### src/rtl/mem_stage_lsu_pkg.sv
// Shared definitions for the memory-stage load/store unit and its helpers.
//   WORD                 data/address width
//   MEM_B/MEM_H/MEM_W    access-size encodings (2'b11 is treated as word)
//   lsu_state_e          LSU handshake FSM states
//   dcache_state_e       D-cache controller states
//   lsu_misaligned()     alignment rule for a size/address-low-bits pair
package mem_stage_lsu_pkg;

  localparam int WORD = 32;

  localparam logic [1:0] MEM_B = 2'b00;
  localparam logic [1:0] MEM_H = 2'b01;
  localparam logic [1:0] MEM_W = 2'b10;

  typedef enum logic [1:0] {
    LSU_IDLE      = 2'd0,
    LSU_WAIT_ADDR = 2'd1,
    LSU_WAIT_DATA = 2'd2,
    LSU_DISCARD   = 2'd3
  } lsu_state_e;

  typedef enum logic [1:0] {
    DC_IDLE   = 2'd0,
    DC_LOOKUP = 2'd1,
    DC_MISS   = 2'd2,
    DC_REFILL = 2'd3
  } dcache_state_e;

  // Bytes are always aligned; halves need addr[0]=0; words (and the
  // illegal 2'b11 encoding) need addr[1:0]=0.
  function automatic logic lsu_misaligned(input logic [1:0] size,
                                          input logic [1:0] addr_lo);
    logic r;
    case (size)
      MEM_B:   r = 1'b0;
      MEM_H:   r = addr_lo[0];
      default: r = |addr_lo;
    endcase
    return r;
  endfunction

endpackage

### src/rtl/mem_stage_lsu_load_align_ext.sv
// load_align_ext: combinational load-data alignment and extension.
// Shared with the D-cache uncached path.
//   i_rdata     raw 32-bit word from the cache / bus
//   i_off       byte offset (addr[1:0]) of the access
//   i_size      MEM_B / MEM_H / MEM_W (2'b11 treated as word)
//   i_unsigned  1 = zero-extend, 0 = sign-extend
//   o_data      shifted, truncated and extended result
module load_align_ext
  import mem_stage_lsu_pkg::*;
(
  input  logic [WORD-1:0] i_rdata,
  input  logic [1:0]      i_off,
  input  logic [1:0]      i_size,
  input  logic            i_unsigned,
  output logic [WORD-1:0] o_data
);

  logic [WORD-1:0]   w_shifted;
  logic signed [7:0] w_byte;
  logic signed [15:0] w_half;

  always_comb begin
    w_shifted = i_rdata >> {i_off, 3'b000};
    w_byte    = w_shifted[7:0];
    w_half    = w_shifted[15:0];
    case (i_size)
      MEM_B: o_data = i_unsigned ? {{(WORD-8){1'b0}}, w_byte}
                                 : {{(WORD-8){w_byte[7]}}, w_byte};
      MEM_H: o_data = i_unsigned ? {{(WORD-16){1'b0}}, w_half}
                                 : {{(WORD-16){w_half[15]}}, w_half};
      default: o_data = w_shifted;
    endcase
  end

endmodule

### src/rtl/mem_stage_lsu.sv
// mem_stage_lsu: memory-stage load/store unit between EX/MEM and MEM/WB.
// Runs the valid/addr_ok/data_ok D-cache handshake, builds strobes and
// lane-replicated store data, aligns/extends load data, and produces the
// mem_stall freeze and mem_wb_flush bubble.
//   inputs : clk, rst, mem_en, mem_we, mem_size, mem_unsigned, mem_addr,
//            mem_wdata, pipe_flush, dc_addr_ok, dc_data_ok, dc_rdata
//   outputs: dc_valid, dc_op, dc_addr, dc_wstrb, dc_wdata, mem_stall,
//            mem_wb_flush, load_data, mem_done, ale
module mem_stage_lsu
  import mem_stage_lsu_pkg::*;
(
  input  logic            clk,
  input  logic            rst,
  input  logic            mem_en,
  input  logic            mem_we,
  input  logic [1:0]      mem_size,
  input  logic            mem_unsigned,
  input  logic [WORD-1:0] mem_addr,
  input  logic [WORD-1:0] mem_wdata,
  input  logic            pipe_flush,
  output logic            dc_valid,
  output logic            dc_op,
  output logic [WORD-1:0] dc_addr,
  output logic [3:0]      dc_wstrb,
  output logic [WORD-1:0] dc_wdata,
  input  logic            dc_addr_ok,
  input  logic            dc_data_ok,
  input  logic [WORD-1:0] dc_rdata,
  output logic            mem_stall,
  output logic            mem_wb_flush,
  output logic [WORD-1:0] load_data,
  output logic            mem_done,
  output logic            ale
);

  lsu_state_e      r_state;
  logic            w_misal;
  logic            w_idle;
  logic            w_issue;
  logic            w_ale;
  logic            w_take;
  logic            w_stall;
  logic [WORD-1:0] w_ext;

  // All handshake outputs are forced quiet while rst is held so the
  // pipeline sees reset values in the reset cycle itself.
  assign w_misal = lsu_misaligned(mem_size, mem_addr[1:0]);
  assign w_idle  = (r_state == LSU_IDLE);
  assign w_issue = ~rst & w_idle & mem_en & ~w_misal & ~pipe_flush;
  assign w_ale   = ~rst & w_idle & mem_en & w_misal;
  // A flush in the data_ok cycle kills the instruction: the response is
  // consumed but never reported.
  assign w_take  = ~rst & (r_state == LSU_WAIT_DATA) & dc_data_ok & ~pipe_flush;

  assign dc_valid = w_issue | (~rst & (r_state == LSU_WAIT_ADDR) & ~pipe_flush);
  assign dc_op    = mem_we;
  assign dc_addr  = {mem_addr[WORD-1:2], 2'b00};

  always_comb begin
    case (mem_size)
      MEM_B: begin
        dc_wstrb = 4'b0001 << mem_addr[1:0];
        dc_wdata = {4{mem_wdata[7:0]}};
      end
      MEM_H: begin
        dc_wstrb = 4'b0011 << {mem_addr[1], 1'b0};
        dc_wdata = {2{mem_wdata[15:0]}};
      end
      default: begin
        dc_wstrb = 4'b1111;
        dc_wdata = mem_wdata;
      end
    endcase
  end

  always_comb begin
    w_stall = 1'b0;
    case (r_state)
      LSU_IDLE:      w_stall = w_issue & ~dc_data_ok;
      LSU_WAIT_ADDR: w_stall = ~rst;
      LSU_WAIT_DATA: w_stall = ~rst & ~dc_data_ok;
      LSU_DISCARD:   w_stall = ~rst;
      default:       w_stall = 1'b0;
    endcase
  end

  assign mem_stall    = w_stall;
  assign mem_wb_flush = w_stall | (~rst & pipe_flush);
  // Misaligned accesses complete immediately so the exception can commit.
  assign mem_done     = w_take | (w_ale & ~pipe_flush);
  assign ale          = w_ale;

  load_align_ext u_align (
    .i_rdata    (dc_rdata),
    .i_off      (mem_addr[1:0]),
    .i_size     (mem_size),
    .i_unsigned (mem_unsigned),
    .o_data     (w_ext)
  );

  assign load_data = w_take ? w_ext : '0;

  always_ff @(posedge clk) begin
    if (rst) begin
      r_state <= LSU_IDLE;
    end else begin
      case (r_state)
        LSU_IDLE:
          if (w_issue) r_state <= dc_addr_ok ? LSU_WAIT_DATA : LSU_WAIT_ADDR;
        LSU_WAIT_ADDR:
          if (pipe_flush)      r_state <= LSU_IDLE;
          else if (dc_addr_ok) r_state <= LSU_WAIT_DATA;
        LSU_WAIT_DATA:
          if (dc_data_ok)      r_state <= LSU_IDLE;
          else if (pipe_flush) r_state <= LSU_DISCARD;
        LSU_DISCARD:
          if (dc_data_ok)      r_state <= LSU_IDLE;
        default: r_state <= LSU_IDLE;
      endcase
    end
  end

endmodule

### config.mk
export PLATFORM = sky130hd
export DESIGN_NAME = mem_stage_lsu
export DESIGN_NICKNAME = d
export VERILOG_FILES = /design/src/rtl/mem_stage_lsu_pkg.sv /design/src/rtl/mem_stage_lsu_load_align_ext.sv /design/src/rtl/mem_stage_lsu.sv
export SDC_FILE = /design/constraint.sdc
export NUM_CORES = 1
export LEC_CHECK = 0
export ABC_AREA = 1
export ABC_CLOCK_PERIOD_IN_PS = 2300
export BUFFER_PORTS_ARGS = -buffer_cell sky130_fd_sc_hd__buf_2
export CAP_MARGIN = 30
export CORE_AREA = 3 3 82 84
export DETAILED_ROUTE_END_ITERATION = 12
export DIE_AREA = 0 0 85 87
export GPL_TIMING_DRIVEN = 0
export PLACE_DENSITY = 0.89
export SLEW_MARGIN = 20
export SYNTH_ARGS = -nofsm -noshare
export SYNTH_HDL_FRONTEND = slang
export SYNTH_HIERARCHICAL = 1
export SYNTH_SLANG_ARGS = --single-unit
### constraint.sdc
create_clock -name clk -period 2.3 [get_ports clk]
set_input_delay 0.115 -clock clk [delete_from_list [all_inputs] [get_ports clk]]
set_output_delay 0.115 -clock clk [all_outputs]
set_load 0.01 [all_outputs]
Word level (Yosys, flattened, before mapping)
Index checks and enable logic that the tools add are counted.
{"block": "totals", "output_inout_bits": 106, "word_cells": 54, "reg_bits": 2, "input_bits": 106}
{"block": "op_classes", "reduce_logical": 5, "shifts": 3, "muxes": 16, "n_eq_ne": 8, "bitwise": 21}
{"cell": "32-bit case mux with 2 select lines", "n": 2}
{"cell": "32-bit 2-to-1 mux", "n": 3}
{"cell": "32-bit by 5-bit >> shifter with 32-bit output", "n": 1}
{"cell": "1-bit bitwise AND", "n": 14}
{"cell": "2-bit 2-to-1 mux", "n": 7}
{"cell": "2-bit case mux with 4 select lines", "n": 1}
{"cell": "4-bit case mux with 2 select lines", "n": 1}
{"cell": "3-bit inequality test (second input constant)", "n": 2}
{"cell": "2-bit by 1-bit == test with 1-bit output (second input constant)", "n": 2}
{"cell": "2-bit == test (second input constant)", "n": 2}
{"cell": "2-bit logical NOT", "n": 2}
{"cell": "1-bit NOT", "n": 4}
{"cell": "4-bit AND reduction", "n": 1}
{"cell": "2-bit OR reduction", "n": 2}
{"cell": "1-bit by 2-bit left shift with 4-bit output (first input constant)", "n": 1}
{"cell": "2-bit by 2-bit left shift with 4-bit output (first input constant)", "n": 1}
{"cell": "1-bit OR", "n": 3}
{"cell": "1-bit case mux with 3 select lines", "n": 1}
{"cell": "2-bit by 1-bit inequality test with 1-bit output (second input constant)", "n": 1}
{"cell": "2-bit inequality test (second input constant)", "n": 1}
{"cell": "1-bit case mux with 2 select lines", "n": 1}

Depth between registers and ports, before layout
{"block": "depth", "depth_word": 8, "ltp_mapped": 10, "mapped_depth_nobuf": 8}

By module
Netlist, hierarchy kept.
{"module": "mem_stage_lsu", "area_each_um2": 1216.2, "n_inst": 1, "cells_each": 242, "seq_area_each_um2": 40.0}
{"module": "load_align_ext", "area_each_um2": 903.4, "n_inst": 1, "cells_each": 174, "seq_area_each_um2": 0.0}

Worst setup path before layout
OpenSTA, ideal clock, no wires.
{"block": "synth_path", "path_kind": "input -> output", "startpoint": "in mem_addr[0]", "endpoint": "out load_data[18]", "required_time_ns": 2.185, "path_buffers": 3, "setup_slack_ns": 1.132, "stages": 10, "t_arrival_ns": 1.053, "path_cell_list": "buf_6 inv_2 buf_6 nand2_2 nand3_2 nand3_4 buf_8 nand3_2 inv_1 nor2_1"}
{"block": "synth_via", "elab_chain_len": 4, "word_cells_on_any_way": 5, "cone_classes": "shift (1); mux (4)"}
{"item": "start: declaration", "line_no": "mem_stage_lsu.sv:18", "text": "input logic [WORD-1:0] mem_addr,"}
{"item": "32-bit by 5-bit >> shifter with 32-bit output (*)", "line_no": "mem_stage_lsu_load_align_ext.sv:23", "text": "w_shifted = i_rdata >> {i_off, 3'b000};"}
{"item": "32-bit 2-to-1 mux, on equally long branches", "line_no": "mem_stage_lsu_load_align_ext.sv:29, mem_stage_lsu_load_align_ext.sv:27"}
{"item": "32-bit case mux with 2 select lines (*)", "line_no": "mem_stage_lsu_load_align_ext.sv:26", "text": "case (i_size)"}
{"item": "named net w_ext[18]", "line_no": "mem_stage_lsu.sv:43", "text": "logic [WORD-1:0] w_ext;"}
{"item": "32-bit 2-to-1 mux (*)", "line_no": "mem_stage_lsu.sv:101", "text": "assign load_data = w_take ? w_ext : '0;"}
{"item": "end: declaration", "line_no": "mem_stage_lsu.sv:31", "text": "output logic [WORD-1:0] load_data,"}
The timed path passes the listed nets; every way through them passes the cells marked *.

Final worst setup path
{"block": "layout_path", "startpoint": "reg r_state[1]", "endpoint": "out load_data[17]"}
{"block": "layout_via", "elab_chain_len": 5}
{"item": "start: declaration", "line_no": "mem_stage_lsu.sv:36", "text": "lsu_state_e r_state;"}
{"item": "start signal: assignment", "line_no": "mem_stage_lsu.sv:109", "text": "if (w_issue) r_state <= dc_addr_ok ? LSU_WAIT_DATA : LSU_WAIT_ADDR;"}
{"item": "2-bit == test", "line_no": "mem_stage_lsu.sv:53", "text": "assign w_take = ~rst & (r_state == LSU_WAIT_DATA) & dc_data_ok & ~pipe_flush;"}
{"item": "1-bit bitwise AND (3 in a row)", "line_no": "mem_stage_lsu.sv:53"}
{"item": "32-bit 2-to-1 mux", "line_no": "mem_stage_lsu.sv:101"}
Every way passes these cells.

==> run summary <==
Hold Fails Final Rpt: 0
final cycle utilization of the critical path: 68.1%
min-delay src: rst
nature of the critical path startpoint: flop
Sw Share: 47.8%
FF-to-FF setup slack: 1.14 ns
Cell Area, Synth: 2120 um2
largest net degree at the start of global routing: 11
Clock power frac: 16.0%
Hold Buf Count CTS: 0
vias per cell: 4.62
cell leakage power: 2.15 nW
total gr overflow: 0
Synth Warn #: 6
layout cell share with drive strength beyond 1: 46.7%
post-synth cell types: 27
crit path DAT: 1.45 ns
Die W: 85 um
Max Fanout on Critical Path: 10
Crit path largest cell delay: 0.38 ns
Max VDD drop: 0.000358 V
sequential cell fraction of total power: 6.4%
CP cell instances: nand3_1, nor2_1, nand2_2, buf_6, nor2_1, buf_2
Critical-path top delay cell: dfxtp_1
setup TNS: 0 ns
drt drc: 0
Resize count post-CTS: 0
Avg Inst Size Synth: 5.10 um2
hpwl dp: 7160 um
H-Tree Depth: 1
initial antenna violation count: 0
Slew Limit Fails: 0
GPL Wtd Cong: 0.909
pwr dens: 267 nW/um2
full die area: 7400 um2
status: complete, no violations
Bufs on Longest Clock Path: 2
crit path buf inv count: 2
max reg flops: 2
gr usage total: 21.3%
crit path from: r_state[1]$_SDFFE_PP0P_
most flop-heavy register: r_state
CP Capture Point: load_data[17]
vias in the first global route: 2,960
ant diodes: 0
min Tclk post-route: 1.57 ns
Worst Path Required: 2.18 ns
reg2reg start: r_state[1]$_SDFFE_PP0P_
Min-Delay Path Class: input pin to flop
IO Pins: 212
RSZ-0062 raised after global routing: false
biggest registers after layout: r_state x2
DR pass1 iterations: 5
Max Clock Skew: 0.000976 ns
clk sinks: 2
Root Driver: clkbuf_8
first-pass GRT wire length: 13,200 um
Max Clk Rate: 0.639 GHz
Net Switching: 403 uW
CTS Buf Count: 3
number of max-cap violations: 0
Final ANT Viol Nets: 0
area growth from synthesis to final layout: 48.6%
Post-CTS Setup Repair Bufs: 0
Skew-Pair Late Insertion Delay: 0.21 ns
reg2reg path depth: 8
Mapped Cells: 416
register bit total from synthesis: 2
drt total wl: 8370 um
Crit path max-delay family: simple AND/OR/NAND/NOR gates
WP depth: 6
RR Endpoint: r_state[1]$_SDFFE_PP0P_
Comb pwr share: 77.6%
Crit. End Element: primary output
sequential-to-total area share from yosys stat: 1.89%
die height: 87 um
TritonCTS clock tree: built
most used cell, CP: nor2_1
routed vias: 3,107
Iteration-0 DRC Markers: 111
IO buf count: 178
Final Setup Violations: 0
# rows: 28
Reg clk slew, reported paths: 0.03 ns
critical path class: flop to primary output
wire length per cell: 12.4 um
Power Total: 842 uW
Initial Utilization: 35.4%
Final #Nets: 706
Core Region: 5990 um2
Pint: 440 uW
==> worst min-delay path by stage <==
| stage | endpoint | slack [ns] | depth (start not counted) |
|---|---|---|---|
| final | r_state[1]$_SDFFE_PP0P_ | 0.24 | 4 |
| after global routing | r_state[1]$_SDFFE_PP0P_ | 0.26 | 4 |
| after CTS | r_state[1]$_SDFFE_PP0P_ | 0.22 | 4 |
| after detailed placement | dc_addr[13] | 0.41 | 2 |
| after global placement | dc_addr[8] | 0.42 | 2 |
| after floorplan | r_state[1]$_SDFFE_PP0P_ | 0.27 | 3 |
==> power by group through the flow <==
stage / clock network, mW / logic, mW / registers (mW)
detailed placement: 0 / 0.648 / 0.0547
global route: 0.144 / 0.729 / 0.0556
finish: 0.134 / 0.654 / 0.0541
CTS: 0.138 / 0.652 / 0.0542
floorplan: 0 / 0.415 / 0.0519
global placement: 0 / 0.633 / 0.0538
==> kinds of logic (layout without fill, tap and decap cells) <==
logic type / count (synthesis) / after routing / share of synthesized area (%)
AND/OR/NAND/NOR: 255 / 255 / 55.3
AO/OA/AOI/OAI: 36 / 36 / 9.39
buffers and inverters: 122 / 303 / 33.3
other: 1 / 2 / 0.177
flip-flops: 2 / 2 / 1.89
==> per-stage QoR <==
stage	area [um2]	worst slack [ns]	util (%)	cells	hold WS, ns
floorplan	2120	1.13	-	417	0.273
global placement	3110	0.794	51.9	670	0.416
detailed placement	3110	0.798	51.9	670	0.414
CTS	3150	0.722	52.6	673	0.224
global route	3150	0.645	52.6	673	0.263
finish	3150	0.735	52.6	673	0.240
==> synthesized netlist by cell type <==
library cell,count,area share [%]
nand2_1,144,26
inv_1,55,9.7
nor2_1,46,8.1
buf_4,44,16
nand3_1,31,7.3
nand3_2,16,7.6
a21oi_1,15,3.5
o21ai_0,13,3.1
buf_6,8,4.3
buf_2,7,1.7
nor2_2,7,2.1
nand2_2,5,1.5
o211ai_1,5,1.8
inv_2,4,0.71
a22oi_1,2,0.71
dfxtp_1,2,1.9
nand2_4,2,1.1
and2_1,1,0.30
buf_1,1,0.18
buf_8,1,0.71
clkbuf_1,1,0.18
conb_1,1,0.18
inv_4,1,0.30
nand3_4,1,0.83
nor2_4,1,0.53
nor3_2,1,0.47
o22ai_1,1,0.30
==> routing by layer <==
layer  wire length (um)  vias to the layer above  global-route usage [%]
li1                   -                     1584                       -
met1               3030                     1349                    22.8
met2               4410                      164                    43.0
met3                807                       10                    3.50
met4                127                        0                    4.75
met5                  0                        -                       0
==> cells in the final DEF (no fill, tap or decap) <==
master,instances
o21ai_0,13
nor3_2,1
inv_2,4
buf_1,1
clkbuf_8,3
buf_6,8
o211ai_1,5
inv_1,55
nand3_2,16
a22oi_1,2
buf_8,1
nand3_4,1
buf_4,44
clkbuf_1,1
conb_1,2
nand2_2,5
nor2_2,7
and2_1,1
a21oi_1,15
inv_4,1
nand2_4,2
nand3_1,31
buf_2,185
nor2_4,1
dfxtp_1,2
nand2_1,144
o22ai_1,1
nor2_1,46
==> tightest hold or removal path, stage by stage <==
cell     delay [ns]
buf_2          0.11
inv_2          0.06
nand2_1        0.07
nor2_1         0.04
==> area by class of cell <==
class | instances | area (um2)
Buffer | 62 | 478
Inverter | 60 | 228
Tap cell | 75 | 93.8
Fill cell | 634 | 2840
Clock buffer | 3 | 41.3
Multi-Input combinational cell | 293 | 1380
Sequential cell | 2 | 40.0
Timing Repair Buffer | 178 | 891
Note: power is estimated with default switching activity, not from simulation.
